`src/rtl/decode_if.sv`:
```
// Fetch-to-decode and decode-to-register-read handshake bundle for decode_stage.
interface decode_if #(
  parameter int XLEN = 32
);
  logic            in_valid;
  logic            in_ready;
  logic [31:0]     in_instr;
  logic [XLEN-1:0] in_pc;
  logic            out_valid;
  logic            out_ready;
  logic [5:0]      out_opcode;
  logic [4:0]      out_rs;
  logic [4:0]      out_rt;
  logic [4:0]      out_rd;
  logic [4:0]      out_shamt;
  logic [5:0]      out_funct;
  logic [1:0]      out_type;
  logic [XLEN-1:0] out_imm;
  logic [XLEN-1:0] out_jaddr;
  logic [XLEN-1:0] out_pc;
  logic            out_illegal;

  modport slave (
    input  in_valid, in_instr, in_pc, out_ready,
    output in_ready, out_valid, out_opcode, out_rs, out_rt, out_rd, out_shamt,
           out_funct, out_type, out_imm, out_jaddr, out_pc, out_illegal
  );

  modport master (
    output in_valid, in_instr, in_pc, out_ready,
    input  in_ready, out_valid, out_opcode, out_rs, out_rt, out_rd, out_shamt,
           out_funct, out_type, out_imm, out_jaddr, out_pc, out_illegal
  );
endinterface

```
`src/rtl/decode_stage.sv`:
```
// Registered MIPS decode stage with a 2-entry skid buffer and flush.
// Define DECODE_ILLEGAL_CHECK_EN to build the unsupported-opcode flag.
module decode_stage #(
  parameter int XLEN = 32
) (
  input  logic    clk,
  input  logic    reset,
  input  logic    flush,
  decode_if.slave bus
);

  typedef enum logic [1:0] {EMPTY, ONE, TWO} state_t;

  typedef struct packed {
    logic [5:0]      opcode;
    logic [4:0]      rs;
    logic [4:0]      rt;
    logic [4:0]      rd;
    logic [4:0]      shamt;
    logic [5:0]      funct;
    logic [1:0]      typ;
    logic [XLEN-1:0] imm;
    logic [XLEN-1:0] jaddr;
    logic [XLEN-1:0] pc;
    logic            illegal;
  } entry_t;

  state_t          state, state_nxt;
  entry_t          head, skid, dec;
  logic            in_xfer, out_xfer;
  logic            ld_head_in, ld_skid, ld_head_skid;
  logic [XLEN-1:0] pc4;
  logic [31:0]     imm32;
  logic            imm_fill;
  logic            unused_pc4;

  assign unused_pc4 = ^pc4[27:0];

  // Decode happens on the incoming instruction so stored entries are ready to drive out.
  always_comb begin
    dec        = '0;
    dec.opcode = bus.in_instr[31:26];
    dec.rs     = bus.in_instr[25:21];
    dec.rt     = bus.in_instr[20:16];
    dec.rd     = bus.in_instr[15:11];
    dec.shamt  = bus.in_instr[10:6];
    dec.funct  = bus.in_instr[5:0];
    dec.pc     = bus.in_pc;

    unique case (dec.opcode)
      6'h00:        dec.typ = 2'd0;
      6'h02, 6'h03: dec.typ = 2'd2;
      default:      dec.typ = 2'd1;
    endcase

    unique case (dec.opcode)
      6'h0C, 6'h0D, 6'h0E: begin
        imm32    = {16'h0000, bus.in_instr[15:0]};
        imm_fill = 1'b0;
      end
      6'h0F: begin
        imm32    = {bus.in_instr[15:0], 16'h0000};
        imm_fill = bus.in_instr[15];
      end
      default: begin
        imm32    = {{16{bus.in_instr[15]}}, bus.in_instr[15:0]};
        imm_fill = bus.in_instr[15];
      end
    endcase
    dec.imm       = {XLEN{imm_fill}};
    dec.imm[31:0] = imm32;

    pc4                     = bus.in_pc + XLEN'(4);
    dec.jaddr               = '0;
    dec.jaddr[XLEN-1:28]    = pc4[XLEN-1:28];
    dec.jaddr[27:0]         = {bus.in_instr[25:0], 2'b00};

`ifdef DECODE_ILLEGAL_CHECK_EN
    unique case (dec.opcode)
      6'h00, 6'h02, 6'h03, 6'h04, 6'h05, 6'h08, 6'h09, 6'h0A,
      6'h0C, 6'h0D, 6'h0E, 6'h0F, 6'h23, 6'h2B: dec.illegal = 1'b0;
      default:                                  dec.illegal = 1'b1;
    endcase
`else
    dec.illegal = 1'b0;
`endif
  end

  always_comb begin
    bus.in_ready  = (state != TWO);
    bus.out_valid = (state != EMPTY);
    in_xfer       = bus.in_valid && bus.in_ready;
    out_xfer      = bus.out_valid && bus.out_ready;
    state_nxt     = state;
    ld_head_in    = 1'b0;
    ld_skid       = 1'b0;
    ld_head_skid  = 1'b0;
    unique case (state)
      EMPTY: begin
        if (in_xfer) begin
          state_nxt  = ONE;
          ld_head_in = 1'b1;
        end
      end
      ONE: begin
        if (in_xfer && out_xfer) begin
          ld_head_in = 1'b1;
        end else if (in_xfer) begin
          state_nxt = TWO;
          ld_skid   = 1'b1;
        end else if (out_xfer) begin
          state_nxt = EMPTY;
        end
      end
      TWO: begin
        if (out_xfer) begin
          state_nxt    = ONE;
          ld_head_skid = 1'b1;
        end
      end
      default: state_nxt = EMPTY;
    endcase
  end

  always_ff @(posedge clk) begin
    if (reset) begin
      state <= EMPTY;
      head  <= '0;
      skid  <= '0;
    end else if (flush) begin
      state <= EMPTY;
    end else begin
      state <= state_nxt;
      if (ld_head_in)   head <= dec;
      if (ld_head_skid) head <= skid;
      if (ld_skid)      skid <= dec;
    end
  end

  assign bus.out_opcode  = head.opcode;
  assign bus.out_rs      = head.rs;
  assign bus.out_rt      = head.rt;
  assign bus.out_rd      = head.rd;
  assign bus.out_shamt   = head.shamt;
  assign bus.out_funct   = head.funct;
  assign bus.out_type    = head.typ;
  assign bus.out_imm     = head.imm;
  assign bus.out_jaddr   = head.jaddr;
  assign bus.out_pc      = head.pc;
  assign bus.out_illegal = head.illegal;

endmodule

```
`src/flat_wrapper.sv`:
```
// flat-port wrapper written by rule: the top's interface ports become plain ports
module decode_stage_flat 
#(
  parameter int XLEN = 32
)
  (clk, reset, flush, bus_in_valid, bus_in_instr, bus_in_pc, bus_out_ready, bus_in_ready, bus_out_valid, bus_out_opcode, bus_out_rs, bus_out_rt, bus_out_rd, bus_out_shamt, bus_out_funct, bus_out_type, bus_out_imm, bus_out_jaddr, bus_out_pc, bus_out_illegal);
  decode_if #(.XLEN(XLEN)) bus_i ();
  input  logic clk;
  input  logic reset;
  input  logic flush;
  input wire logic [$bits(bus_i.in_valid)-1:0] bus_in_valid;
  input wire logic [$bits(bus_i.in_instr)-1:0] bus_in_instr;
  input wire logic [$bits(bus_i.in_pc)-1:0] bus_in_pc;
  input wire logic [$bits(bus_i.out_ready)-1:0] bus_out_ready;
  output wire logic [$bits(bus_i.in_ready)-1:0] bus_in_ready;
  output wire logic [$bits(bus_i.out_valid)-1:0] bus_out_valid;
  output wire logic [$bits(bus_i.out_opcode)-1:0] bus_out_opcode;
  output wire logic [$bits(bus_i.out_rs)-1:0] bus_out_rs;
  output wire logic [$bits(bus_i.out_rt)-1:0] bus_out_rt;
  output wire logic [$bits(bus_i.out_rd)-1:0] bus_out_rd;
  output wire logic [$bits(bus_i.out_shamt)-1:0] bus_out_shamt;
  output wire logic [$bits(bus_i.out_funct)-1:0] bus_out_funct;
  output wire logic [$bits(bus_i.out_type)-1:0] bus_out_type;
  output wire logic [$bits(bus_i.out_imm)-1:0] bus_out_imm;
  output wire logic [$bits(bus_i.out_jaddr)-1:0] bus_out_jaddr;
  output wire logic [$bits(bus_i.out_pc)-1:0] bus_out_pc;
  output wire logic [$bits(bus_i.out_illegal)-1:0] bus_out_illegal;
  assign bus_i.in_valid = bus_in_valid;
  assign bus_i.in_instr = bus_in_instr;
  assign bus_i.in_pc = bus_in_pc;
  assign bus_i.out_ready = bus_out_ready;
  assign bus_in_ready = bus_i.in_ready;
  assign bus_out_valid = bus_i.out_valid;
  assign bus_out_opcode = bus_i.out_opcode;
  assign bus_out_rs = bus_i.out_rs;
  assign bus_out_rt = bus_i.out_rt;
  assign bus_out_rd = bus_i.out_rd;
  assign bus_out_shamt = bus_i.out_shamt;
  assign bus_out_funct = bus_i.out_funct;
  assign bus_out_type = bus_i.out_type;
  assign bus_out_imm = bus_i.out_imm;
  assign bus_out_jaddr = bus_i.out_jaddr;
  assign bus_out_pc = bus_i.out_pc;
  assign bus_out_illegal = bus_i.out_illegal;
  decode_stage #(.XLEN(XLEN)) u_core (.clk(clk), .reset(reset), .flush(flush), .bus(bus_i));
endmodule
```
`config.mk`:
```
export PLATFORM = sky130hd
export DESIGN_NAME = decode_stage_flat
export DESIGN_NICKNAME = d
export VERILOG_FILES = /design/src/rtl/decode_if.sv /design/src/rtl/decode_stage.sv /design/src/flat_wrapper.sv
export SDC_FILE = /design/constraint.sdc
export NUM_CORES = 1
export LEC_CHECK = 0
export CAP_MARGIN = 20
export CORE_AREA = 4 4 149 151
export DETAILED_ROUTE_END_ITERATION = 8
export DIE_AREA = 0 0 153 155
export PLACE_DENSITY = 0.69
export SLEW_MARGIN = 5
export SYNTH_ARGS = -nofsm -noshare
export SYNTH_HDL_FRONTEND = slang
export SYNTH_SLANG_ARGS = --single-unit
```
`constraint.sdc`:
```
create_clock -name clk -period 2.2 [get_ports clk]
set_clock_uncertainty 0.2 [all_clocks]
set_input_delay 0.44 -clock clk [delete_from_list [all_inputs] [get_ports clk]]
set_output_delay 0.44 -clock clk [all_outputs]
set_load 0.01 [all_outputs]
```
==> impl_metrics.yaml, run 1 <==
run_status:
  status: "complete, no violations"
power_and_ir_drop:
  peakVddDrop_v: 0.000410
  p_total_uw: 8940
  powerDensity_nw_per_um2: 741
  p_leak_uw: 0.00439
cts:
  cts_tree: "built"
  insertion_delay_ns: 0.50
  clk_pin_slew_ns: 0.06
  cts_buffers: 22
  htree_levels: 1
  cts_root_buffer: "clkbuf_16"
  clockBufferDepth: 3
  cts_sinks: 206
synthesis:
  synth.distinct_cells: 40
  syn_area_um2: 8470
  ys.flop_type: "dfxtp_1"
  yosysSeqAreaShare: 0.487
  synth_edf_count: 0
  async_flop_share: 0
  ys_seq_elements: 206
  ys.warnings.count: 0
  synth_area_per_cell_um2: 7.80
  synthCells: 1086
sta:
  postLayoutSetupSlackWorst_ns: 0.0810
  setup_violations: 0
  max_slew_margin: 0.554
  fin_tns_setup_ns: 0
  period_share: 0.963
  period_minus_slack_ns: 2.12
  slew_violations: 0
  rsz0062_at_grt: "no"
  timing.fmax_mhz: 472
  fin_hold_ws_ns: 0.222
  tightestPinTransition_ns: 0.669
  hold_violations: 0
routing:
  first_iter_violations: 609
  dr_wl_met3_um: 1890
  top_layer: "met4"
  wl_met2_um: 11800
  via_count: 8357
  drtAntennaViolNets: 0
  met1Wirelength_um: 11300
  wl_um: 25700
  first_pass_iters: 4
  avgRoutedWirePerCell_um: 16.3
  drc: 0
  viasPerCell: 5.31
final_layout:
  final_common_cell: "nand2_1"
  final_cell_mix: "nand2_1 (300), dfxtp_1 (205), clkdlybuf4s50_1 (195), nor2_1 (125), a21oi_1 (114)"
  drive_above_1_share: 0.112
  diodes: 0
  area_growth_pct: 42.4
  utilization: 0.579
  fillers: 1915
  layout.nets: 1356
global_route:
  grt_pass1_vias: 7529
  grt-ovfl-total: 0
  antenna_found_initial: 0
  grt_pass1_wl_um: 40600
  grt_max_degree: 77
  grt_usage: 0.205
placement:
  place_hpwl_um: 17300
  pre_cts_slack_ns: -0.557
  port_buffers: 198
  gp_congestion: 0.819
floorplan:
  dieArea_um2: 23700
  start_util: 0.407
  die_h_um: 155
  ios: 202
  rows: 53
  die_w_um: 153
  core-area_um2: 20800
worst_setup_path:
  end_kind: "primary output"
  worstPathCellList: "clkdlybuf4s50_1"
  path_buf_inv: 1
  path_max_fanout: 3
  start_kind: "register"
  crit_arrival_ns: 1.48
  cpLargestDelayFamily: "buffers and inverters"
  critPathMaxStageDelay_ns: 0.57
  slowest_stage: "clkdlybuf4s50_1"
  cp.required_ns: 1.56
  critical_path_class: "reg2out"
worst_hold_path:
  hp-class: "in2reg"
flow_run:
  cap_violations: 0
-- what timing repair did --
action	4_1_cts	5_1_grt
resized for setup	4	1
setup buffers	0	0
hold buffers	0	0
setup endpoints to repair	18	12
-- kinds of logic (layout without fill, tap and decap cells) --
kind of cell	count (synthesis)	count (layout)	share of synthesized area
AO/OA/AOI/OAI	230	230	0.182
flip-flops	206	206	0.487
other	1	3	0.000443
AND/OR/NAND/NOR	521	521	0.253
buffers and inverters	124	335	0.0739
XOR/XNOR	4	4	0.00414
-- per-stage QoR --
| step | instances | instance area [µm²] |
|---|---|---|
| finish | 1574 | 12100 |
| global placement | 1538 | 11300 |
| detailed placement | 1538 | 11300 |
| global route | 1574 | 12100 |
| CTS | 1574 | 12100 |
| floorplan | 1088 | 8480 |
-- cell type report --
| cell class | count | area, µm² | share of cell area |
|---|---|---|---|
| clock buffers | 31 | 666 | 0.0552 |
| flip-flops and latches | 206 | 4130 | 0.342 |
| well taps | 275 | 344 | 0.0285 |
| clock inverters | 5 | 75.1 | 0.00622 |
| multi-input cells | 758 | 3760 | 0.311 |
| repair buffers | 298 | 3090 | 0.256 |
| inverters | 1 | 3.75 | 0.000311 |
-- routing by layer --
layer / vias to the layer above / track usage
met1: 3933 / 0.281
met2: 266 / 0.325
li1: 4115 / -
met3: 43 / 0.0462
met5: - / 0
met4: 0 / 0.0594
-- path summary, 6_finish.rpt --
path,from,to,slack [ns],cells after the start
max,u_core.bus.out_jaddr[7],bus_out_funct[5],0.08,1
min,reset,u_core.skid[29],0.22,2
max reg2reg,u_core.state[1],u_core.bus.out_imm[22],0.16,6
min reg2reg,u_core.skid[70],u_core.skid[70],0.25,2
-- report_power, final --
part	switching [µW]	internal (µW)
sequential	93.9	3880
clock	1470	2320
combinational	547	628
-- Yosys cell counts (4+ instances only) --
cell type    n  area share
or3_1       16       0.012
a221oi_1    20       0.021
nand4_1      7      0.0052
buf_2       26       0.015
nor2_1     126       0.056
clkbuf_1    61       0.027
a311oi_1    65       0.067
nor3_1      36       0.021
dfxtp_1    206        0.49
a21oi_1    114       0.067
nand2b_1     4      0.0030
buf_4       30       0.027
nand3_1     18       0.011
a211oi_1    19       0.017
buf_1        4      0.0018
nand2_1    300        0.13
o21ai_0      4      0.0024
xor2_1       4      0.0041
-- state kept, by name (all words and copies together), names as in the netlist, 4 cells and up --
name / count
u_core.bus.out_jaddr: 9
u_core.skid: 102
u_core.bus.out_pc: 32
u_core.bus.out_funct: 5
u_core.bus.out_rd: 4
u_core.bus.out_rt: 4
u_core.bus.out_imm: 32
u_core.bus.out_shamt: 4
u_core.bus.out_opcode: 6
u_core.bus.out_rs: 4
Note: power is estimated with default switching activity, not from simulation.
==> run 2: changes to the inputs <==
Settings changed: ABC_AREA set to 1, CORE_AREA 4 4 149 151 to 4 4 151 153, DIE_AREA 0 0 153 155 to 0 0 155 157.
==> impl_metrics.yaml, run 2 <==
run_status:
  status: "complete, no violations"
synthesis:
  synthTopCellsByCount: "nand2_1 (221), dfxtp_1 (206), nor2_1 (198)"
  synth.most_common_cell: "nand2_1"
  synth_area_per_cell_um2: 7.21
  netlist.area_leader.share: 0.476
  async_flop_share: 0
  synthTopCellsByArea: "dfxtp_1 (48%), o21ai_0 (11%), nand2_1 (9.6%), nor2_1 (8.6%), a21oi_1 (5.7%)"
  synth_edf_count: 0
  yosysSeqAreaShare: 0.476
  synthCells: 1201
  synth_top_cell_by_area: "dfxtp_1"
  synth.distinct_cells: 25
  ys_seq_elements: 206
  ys.flop_type: "dfxtp_1"
  syn_area_um2: 8660
  ys.warnings.count: 0
routing:
  drc: 0
  viasPerCell: 5.08
  first_iter_violations: 634
  via_count: 8410
  first_pass_iters: 5
  drtAntennaViolNets: 0
  avgRoutedWirePerCell_um: 16.0
  wl_um: 26500
floorplan:
  core-area_um2: 21600
  start_util: 0.402
  dieArea_um2: 24300
  die_h_um: 157
  die_w_um: 155
  rows: 54
  ios: 202
global_route:
  antenna_found_initial: 2
  grt-ovfl-total: 0
  grt_pass1_vias: 7827
  grt_usage: 0.207
  grt_pass1_wl_um: 41500
  grt_max_degree: 73
cts:
  ctsResizeCount: 1
  cts_sinks: 206
  insertion_delay_ns: 0.50
  cts_root_buffer: "clkbuf_16"
  clk_pin_slew_ns: 0.06
  post_cts_buffers: 0
  cts_hold_buf: 0
  clockBufferDepth: 3
  cts_buffers: 23
  cts_tree: "built"
  htree_levels: 1
sta:
  period_share: 0.971
  hold_violations: 0
  setup_violations: 0
  rsz0062_at_grt: "no"
  timing.fmax_mhz: 468
  postLayoutSetupSlackWorst_ns: 0.0638
  slew_violations: 0
  period_minus_slack_ns: 2.14
placement:
  port_buffers: 198
  pre_cts_slack_ns: -0.114
  gp_congestion: 0.850
  place_hpwl_um: 17300
  placed_cell_area_um2: 11000
worst_setup_path:
  end_kind: "primary output"
  ff2ff_path_depth: 8
  critPathMaxStageDelay_ns: 0.58
  crit_start: "u_core.bus.out_jaddr[12]"
  crit_arrival_ns: 1.50
  critical_path_class: "reg2out"
  path_buf_inv: 1
  path_max_fanout: 3
  rrSetupSlack_ns: 0.45
  start_kind: "register"
  cp.required_ns: 1.56
  rr_endpoint: "u_core.bus.out_funct[0]"
  cpLargestDelayFamily: "buffers and inverters"
  r2r-start: "u_core.state[1]"
  worstPathCellList: "clkdlybuf4s50_1"
  slowest_stage: "clkdlybuf4s50_1"
final_layout:
  final_common_cell: "nand2_1"
  stdcell_area_um2: 11700
  drive_above_1_share: 0.0728
  layout.nets: 1428
  final_cell_mix: "nand2_1 (221), dfxtp_1 (206), nor2_1 (198), clkdlybuf4s50_1 (196), o21ai_0 (194)"
  area_growth_pct: 35.5
  largest_reg_flops: 102
  largest_register: "u_core.skid"
power_and_ir_drop:
  p_seq_frac: 0.453
  powerDensity_nw_per_um2: 753
  intPower_uw: 6650
  power.switching_uw: 2180
  combPwrFrac: 0.133
  swShare: 0.247
  power.share.clock: 0.414
  peakVddDrop_v: 0.000455
  p_leak_uw: 0.00486
flow_run:
  cap_violations: 0
worst_hold_path:
  hp-class: "reg2reg"
  min_delay_worst_endpoint: "u_core.bus.out_rs[3]"
  whs_path_depth: 2
  min-delay-start: "u_core.skid[123]"
## run 2: cell count changes after synthesis, sizes merged, moves of 18 or more
cell    previous run  this run
nand2            300       223
nor2             127       201
inv                1        55
a211oi            19         1
a221oi            20         0
a31oi              0        64
o21ai              5       221
nor3              36         0
a311oi            65         0
## run 2: area by class of cell
type	instances	area, µm²
clock buffer	33	683
multi-input combinational	825	3740
timing repair buffer	248	2580
clock inverter	7	41.3
fill	2037	9820
antenna	2	5.00
sequential	206	4120
inverter	55	211
tap	280	350
## run 2: how the worst max path moves through the flow
stage | slack, ns | cells past startpoint | to
CTS | 0.01 | 3 | bus_in_ready
detailed placement | -0.11 | 11 | u_core.skid[63]
finish | 0.06 | 1 | bus_out_shamt[4]
global placement | -0.07 | 11 | u_core.skid[63]
floorplan | 0.52 | 7 | u_core.skid[93]
global route | 0.03 | 1 | bus_out_jaddr[17]
## run 2: cells by family (layout without fill, tap and decap cells)
kind of cell	count (synthesis)	count (layout)	synth area share
buffers and inverters	172	343	0.0950
AOI/OAI and AO/OA	386	386	0.233
other	1	5	0.000433
DFF	206	206	0.476
and+or+nand+nor	436	436	0.196
## run 2: through the flow
| stage | cells | TNS [ns] | utilization | hold slack (ns) | total power [µW] |
|---|---|---|---|---|---|
| 2_1_floorplan | 1203 | 0 | - | 0.255 | 4590 |
| 3_3_place_gp | 1614 | -1.26 | 0.511 | 0.262 | 5240 |
| 3_5_place_dp | 1614 | -4.00 | 0.511 | 0.269 | 5250 |
| 4_1_cts | 1654 | 0 | 0.544 | 0.275 | 8890 |
| 5_1_grt | 1656 | 0 | 0.545 | 0.291 | 9170 |
| 6_report | 1656 | 0 | 0.545 | 0.270 | 8840 |
## run 2: power by group through the flow
| stage | clock network (µW) | registers, µW | logic (µW) |
|---|---|---|---|
| after floorplan | 0 | 4120 | 470 |
| final | 3660 | 4000 | 1170 |
| after detailed placement | 0 | 4080 | 1170 |
| after CTS | 3710 | 4000 | 1180 |
| after global routing | 3870 | 4020 | 1280 |
| after global placement | 0 | 4080 | 1160 |
## run 2: metal layers
metal / part of all wire / global-route usage / up-vias
met3: 0.071 / 0.0421 / 34
met5: 0 / 0 / -
met1: 0.45 / 0.284 / 3854
met4: 0.020 / 0.0542 / 0
met2: 0.46 / 0.334 / 262
li1: - / - / 4260
## run 2: tightest hold or removal path, stage by stage, from the launching register on
cell	delay, ns
dfxtp_1	0.31
nand2_1	0.06
a31oi_1	0.07
